$ cat src/rtl/tybec_ctrl_pkg.sv
`default_nettype none
// ============================================================================
// Module      : tybec_ctrl_pkg
// Description : Shared definitions for the kernel sequencing controller:
//               FSM state encoding, default counter widths and a small
//               state-classification helper.
// Revision    : 1.0 - initial release
// ============================================================================
package tybec_ctrl_pkg;

    // Default width of item-count configuration and beat counters.
    localparam int c_cntw_default   = 32;
    // Default width of the stall watchdog counter.
    localparam int c_stallw_default = 16;

    typedef enum logic [1:0] {
        ST_IDLE  = 2'd0,
        ST_RUN   = 2'd1,
        ST_DRAIN = 2'd2,
        ST_DONE  = 2'd3
    } seq_state_e;

    // States in which a run is in progress and the watchdog is armed.
    function automatic logic is_active(input seq_state_e s);
        return (s == ST_RUN) || (s == ST_DRAIN);
    endfunction

endpackage
`default_nettype wire

$ cat src/rtl/kernel_beat_cnt.sv
`default_nettype none
// ============================================================================
// Module      : kernel_beat_cnt
// Description : Saturating-by-limit beat counter. Counts enabled beats while
//               below the configured limit, reports whether more beats are
//               allowed and whether the current beat reaches the limit.
// Revision    : 1.0 - initial release
// ============================================================================
module kernel_beat_cnt
    import tybec_ctrl_pkg::*;
#(
    parameter int CNTW = c_cntw_default
) (
    input  logic            clk,
    input  logic            rst,
    input  logic            i_clr,
    input  logic            i_en,
    input  logic [CNTW-1:0] i_limit,
    output logic [CNTW-1:0] o_count,
    output logic            o_below,
    output logic            o_reach
);

    logic [CNTW-1:0] count_q;
    logic [CNTW-1:0] count_d;
    logic [CNTW-1:0] w_count_inc;

    // Next count and limit comparisons; the increment cannot overflow because
    // it is only taken while count_q < i_limit <= all-ones.
    always_comb begin
        w_count_inc = count_q + CNTW'(1);
        o_below     = (count_q < i_limit);
        o_reach     = i_en && o_below && (w_count_inc == i_limit);
        count_d     = count_q;
        if (i_clr) begin
            count_d = '0;
        end else if (i_en && o_below) begin
            count_d = w_count_inc;
        end
    end

    // Counter register.
    always_ff @(posedge clk) begin
        if (rst) begin
            count_q <= '0;
        end else begin
            count_q <= count_d;
        end
    end

    assign o_count = count_q;

endmodule
`default_nettype wire

$ cat src/rtl/kernel_seq_ctrl.sv
`default_nettype none
// ============================================================================
// Module      : kernel_seq_ctrl
// Description : Run sequencer for a streaming kernel. Gates the source ->
//               kernel and kernel -> sink handshakes to exactly N items per
//               run, tracks issued/retired beats, supports abort and a stall
//               watchdog, and pulses done for one cycle at end of run.
// Revision    : 1.0 - initial release
// ============================================================================
module kernel_seq_ctrl
    import tybec_ctrl_pkg::*;
#(
    parameter int CNTW   = c_cntw_default,
    parameter int STALLW = c_stallw_default
) (
    input  logic            clk,
    input  logic            rst,
    input  logic            start,
    input  logic [CNTW-1:0] num_items,
    input  logic            abort,
    input  logic            src_valid,
    output logic            src_ready,
    output logic            k_ivalid,
    input  logic            k_iready,
    input  logic            k_ovalid,
    output logic            k_oready,
    output logic            snk_valid,
    input  logic            snk_ready,
    output logic            busy,
    output logic            done,
    output logic            aborted,
    output logic [CNTW-1:0] issued_cnt,
    output logic [CNTW-1:0] retired_cnt
);

    seq_state_e        state_q, state_d;
    logic [CNTW-1:0]   n_q, n_d;
    logic [STALLW-1:0] stall_q, stall_d;
    logic              busy_q, busy_d;
    logic              done_q, done_d;
    logic              aborted_q, aborted_d;

    logic              w_in_run;
    logic              w_active;
    logic              w_clr;
    logic              w_issue;
    logic              w_retire;
    logic              w_iss_below, w_iss_reach, w_iss_full;
    logic              w_ret_below, w_ret_reach, w_ret_full;
    logic [STALLW-1:0] w_stall_inc;
    logic              w_wd_fire;

    kernel_beat_cnt #(.CNTW(CNTW)) u_issue_cnt (
        .clk     (clk),
        .rst     (rst),
        .i_clr   (w_clr),
        .i_en    (w_issue),
        .i_limit (n_q),
        .o_count (issued_cnt),
        .o_below (w_iss_below),
        .o_reach (w_iss_reach)
    );

    kernel_beat_cnt #(.CNTW(CNTW)) u_retire_cnt (
        .clk     (clk),
        .rst     (rst),
        .i_clr   (w_clr),
        .i_en    (w_retire),
        .i_limit (n_q),
        .o_count (retired_cnt),
        .o_below (w_ret_below),
        .o_reach (w_ret_reach)
    );

    // Combinational handshake gating: zero added latency on the data path.
    // An aborting cycle still shows the handshakes but counts no beats.
    always_comb begin
        w_in_run  = (state_q == ST_RUN);
        w_active  = is_active(state_q);
        k_ivalid  = w_in_run && src_valid && w_iss_below;
        src_ready = w_in_run && k_iready && w_iss_below;
        snk_valid = w_active && k_ovalid && w_ret_below;
        k_oready  = w_active && snk_ready && w_ret_below;
        w_issue   = w_in_run && src_valid && k_iready && w_iss_below && !abort;
        w_retire  = w_active && k_ovalid && snk_ready && w_ret_below && !abort;
        // "Full" means the count equals N once this cycle's beat is taken.
        w_iss_full = w_iss_reach || !w_iss_below;
        w_ret_full = w_ret_reach || !w_ret_below;
    end

    // Next-state, watchdog and registered-output computation.
    always_comb begin
        state_d     = state_q;
        n_d         = n_q;
        aborted_d   = aborted_q;
        w_clr       = 1'b0;
        w_stall_inc = stall_q + STALLW'(1);
        w_wd_fire   = w_active && !w_issue && !w_retire && (w_stall_inc == '1);

        case (state_q)
            ST_IDLE: begin
                if (start) begin
                    w_clr     = 1'b1;
                    n_d       = num_items;
                    aborted_d = 1'b0;
                    state_d   = (num_items == '0) ? ST_DONE : ST_RUN;
                end
            end
            ST_RUN: begin
                if (abort || w_wd_fire) begin
                    state_d   = ST_DONE;
                    aborted_d = 1'b1;
                end else if (w_iss_full) begin
                    // Retire side may finish on the same cycle as the last issue.
                    state_d = w_ret_full ? ST_DONE : ST_DRAIN;
                end
            end
            ST_DRAIN: begin
                if (abort || w_wd_fire) begin
                    state_d   = ST_DONE;
                    aborted_d = 1'b1;
                end else if (w_ret_full) begin
                    state_d = ST_DONE;
                end
            end
            ST_DONE: begin
                state_d = ST_IDLE;
            end
            default: begin
                state_d = ST_IDLE;
            end
        endcase

        // Any progress or state change restarts the stall window.
        if ((state_d != state_q) || w_issue || w_retire || !w_active) begin
            stall_d = '0;
        end else begin
            stall_d = w_stall_inc;
        end

        busy_d = is_active(state_d);
        done_d = (state_d == ST_DONE);
    end

    // Sequencer state and registered status outputs.
    always_ff @(posedge clk) begin
        if (rst) begin
            state_q   <= ST_IDLE;
            n_q       <= '0;
            stall_q   <= '0;
            busy_q    <= 1'b0;
            done_q    <= 1'b0;
            aborted_q <= 1'b0;
        end else begin
            state_q   <= state_d;
            n_q       <= n_d;
            stall_q   <= stall_d;
            busy_q    <= busy_d;
            done_q    <= done_d;
            aborted_q <= aborted_d;
        end
    end

    assign busy    = busy_q;
    assign done    = done_q;
    assign aborted = aborted_q;

endmodule
`default_nettype wire

$ cat config.mk
export PLATFORM = sky130hd
export DESIGN_NAME = kernel_seq_ctrl
export DESIGN_NICKNAME = d
export VERILOG_FILES = /design/src/rtl/tybec_ctrl_pkg.sv /design/src/rtl/kernel_beat_cnt.sv /design/src/rtl/kernel_seq_ctrl.sv
export SDC_FILE = /design/constraint.sdc
export NUM_CORES = 1
export LEC_CHECK = 0
export CAP_MARGIN = 10
export CORE_MARGIN = 4
export CORE_UTILIZATION = 50
export CTS_CLUSTER_SIZE = 28
export DETAILED_ROUTE_END_ITERATION = 7
export GPL_TIMING_DRIVEN = 0
export PLACE_DENSITY_LB_ADDON = 0.15
export SLEW_MARGIN = 20
export SYNTH_ARGS = -nofsm -noshare
export SYNTH_HDL_FRONTEND = slang
export SYNTH_SLANG_ARGS = --single-unit
export TNS_END_PERCENT = 20
$ cat constraint.sdc
create_clock -name clk -period 3.7 [get_ports clk]
set_input_delay 1.11 -clock clk [delete_from_list [all_inputs] [get_ports clk]]
set_output_delay 1.11 -clock clk [all_outputs]
set_load 0.02 [all_outputs]
==> flow_summary.ini <==
[status]
status = finished with violations
violated_checks = setup timing

[grt]
groute.usage.overall = 0.296
number_of_antenna_violations_at_the_first_check_in_global_routing = 0
grt-ovfl-total = 0
maximum_number_of_pins_on_one_net_before_global_route_repair = 17
grt_pass1_wl_mm = 47.3
grt_pass1_vias = 8543

[clock_tree]
cts-root-buf = clkbuf_16
clock_sinks = 117
cts_clk_pin_slew_worst_paths_ns = 0.06
cts_tree = done
max_root_sink_buffers = 2
clock_latency_on_the_worst_skew_pair_ns = 0.43
cts-buffers-inserted = 17
cts_htree_levels = 4

[yosys]
ys_ff_latch = 117
yosys-top-cells-area = dfxtp_1 26%, ha_1 10%, xnor2_1 7.3%
synthMostInstantiatedCell = nand2_1
yosys.cell_types.count = 76
mappedNetlistNets = 1264
post_synthesis_mean_instance_area_um2 = 7.92
synth.top_cells.by_count = 118 x nand2_1, 117 x dfxtp_1, 93 x nor2_1
dominantRegCellSynth = dfxtp_1
netlist_instances = 1150
synth_enable_flop_cells = 0
synth_area_um2 = 9110
post-synth-top-area-fraction = 0.257
seq_area_frac_synth = 0.257
synth_top_area_cell = dfxtp_1
share_of_async_settable_or_async_resettable_flops_after_synthesis = 0
synthesis.yosys.warnings = 0

[min_path]
worstHoldPathType = reg -> reg

[drt]
drtIter0Drc = 645
drt_first_pass_iters = 5
routed_wirelength_mm = 31.5
vias_per_cell = 6.03
wire_per_inst_um = 20.1
drt_drc_violations_left = 0
vias = 9466
antenna_violating_nets_post_route = 0

[timing]
timing_worst_slew_pin_value_ns = 0.815
maxSlewViolCount = 0
final_min_period_over_clock_period = 1.00
rsz0062_at_grt = yes
final_setup_margin_ns = -0.00894
clock.fmax_mhz = 270
report.final.setup_viol = 1
finalHoldViolations = 0
slew-limit-headroom = 0.457
layout_skew_ns = 0.00822
final.hold.worst_slack_ns = 0.506
fin_crit_ns = 3.71

[critical_path]
criticalPathCategory = in -> reg
setup.worst_path.start_class = input port
critical_path_required_ns = 4.00
worstPathArrival_ns = 4.01
crit_fanout = 3
timing.critical_path.to_type = register

[pwr]
pwr_per_cell_area_nw_per_um2 = 427
p_int_mw = 3.25
vdd.ir_drop.worst_mv = 0.441
p_sw_mw = 2.01
clockPowerShare = 0.322
power_leakage_nw = 4.53
sequentialPowerShare = 0.293
netSwitchingFraction = 0.382
power_frac_comb = 0.384

[place]
place_hpwl_mm = 23.4
port-buffer-count = 110
final_estimated_routing_congestion_in_global_placement = 0.978
preCtsSetupSlack_ns = -1.44

[final_layout]
num-fill-cells = 1530
finalCoreUtilization = 0.686
insertedDiodeCount = 0
layout_cell_share_with_drive_strength_beyond_1 = 0.223
nNetsFinal = 1441
layout-area-overhead-vs-synth_pct = 35.2

[floorplanning]
top_level_ports = 111
floorplan.rows = 49
floorplan.die_area_um2 = 20400
initial_core_util = 0.507
die_w_um = 143
die_h_um = 143
core_region_area_um2 = 18000

[run]
max_cap_viol_count = 0
## metrics by stage
| step | total power [mW] | TNS [ns] | cells | area, µm² |
|---|---|---|---|---|
| after global placement | 3.08 | -48.81 | 1489 | 10500 |
| after floorplan | 2.57 | 0 | 1150 | 9110 |
| after detailed placement | 3.10 | -47.77 | 1489 | 10500 |
| after CTS | 4.99 | -0.0466 | 1541 | 11700 |
| after global routing | 5.50 | -0.575 | 1569 | 12300 |
| final | 5.26 | -0.00894 | 1569 | 12300 |
## sequential cells by signal, indices dropped and copies added, names as in the netlist
name and count:
done 1, n_q 32, u_issue_cnt.o_count 32, u_retire_cnt.o_count 32, aborted 1, stall_q 16, busy 1, state_q 2
## power groups by stage
stage                     registers, mW  logic, mW  clock network (mW)
after CTS                          1.53       1.75                1.71
final                              1.54       2.02                1.70
after floorplan                    1.48       1.09                   0
after global routing               1.55       2.18                1.77
after detailed placement           1.53       1.56                   0
after global placement             1.53       1.54                   0
## routing by layer
layer  vias to the layer above  wire [µm]  GRT usage
met3                        65       2310     0.0489
met4                         0        978      0.105
li1                       4525          -          -
met5                         -          0          0
met1                      4478      13600      0.399
met2                       398      14600      0.480
## final timing paths
check	start	endpoint	slack [ns]	cells after the start
hold / removal	n_q[22]	n_q[22]	0.51	2
setup / recovery	abort	busy	-0.009	13
setup reg to reg	u_retire_cnt.o_count[2]	busy	0.04	13
hold reg to reg	n_q[22]	n_q[22]	0.51	2
## worst max-delay path, stage by stage
cell       delay, ns
buf_8           0.09
nand4b_1        0.17
buf_6           0.15
or4_4           0.52
a2111oi_4       0.19
nand4b_1        0.16
or4_4           0.59
o21a_1          0.24
nand3_2         0.10
o41ai_4         0.09
o22ai_2         0.21
ha_1            0.26
nor2b_4         0.12
## repair_timing
item                       CTS  global route
buffers inserted            22            29
gates resized for setup    171           111
pin swaps                   26            39
hold buffers                 0             0
setup endpoints to repair   63            23
hold endpoints to repair     0             0
## kinds of logic after synthesis
group,after synthesis,share of synthesized area
flip-flops,117,0.257
multiplexers,8,0.00920
XOR/XNOR,145,0.143
adder cells (fa/ha/maj),74,0.102
buffers and inverters,106,0.0554
AO/OA/AOI/OAI,185,0.129
AND/OR/NAND/NOR,515,0.305
## cell type report
cell class	count	area, µm²	share of cell area
clock buffers	17	425	0.0345
multi-input cells	927	6930	0.563
flip-flops and latches	117	2490	0.202
plain buffers	59	360	0.0293
clock inverters	15	170	0.0138
inverters	44	173	0.0140
well taps	229	287	0.0233
repair buffers	161	1480	0.120
## placed cells by master (no fill, tap or decap), types with 7 or more instances in the layout
cell type,instances
nor4_4,7
xnor2_1,76
clkbuf_2,11
a21oi_1,76
ha_4,18
dfxtp_2,31
nand2b_1,9
or3_1,13
or2_2,7
and2_1,7
dfxtp_4,28
and3_1,16
and4_1,16
clkbuf_1,26
xor2_1,67
inv_2,11
nor2b_1,7
inv_1,30
nand2_1,115
buf_4,58
nor3_2,11
nor2_1,91
nor3_1,35
clkbuf_16,17
ha_1,56
o21ai_0,23
nand3_1,56
nor4_1,15
dfxtp_1,58
clkdlybuf4s50_1,103
nand4_1,53
Note: power is estimated with default switching activity, not from simulation.
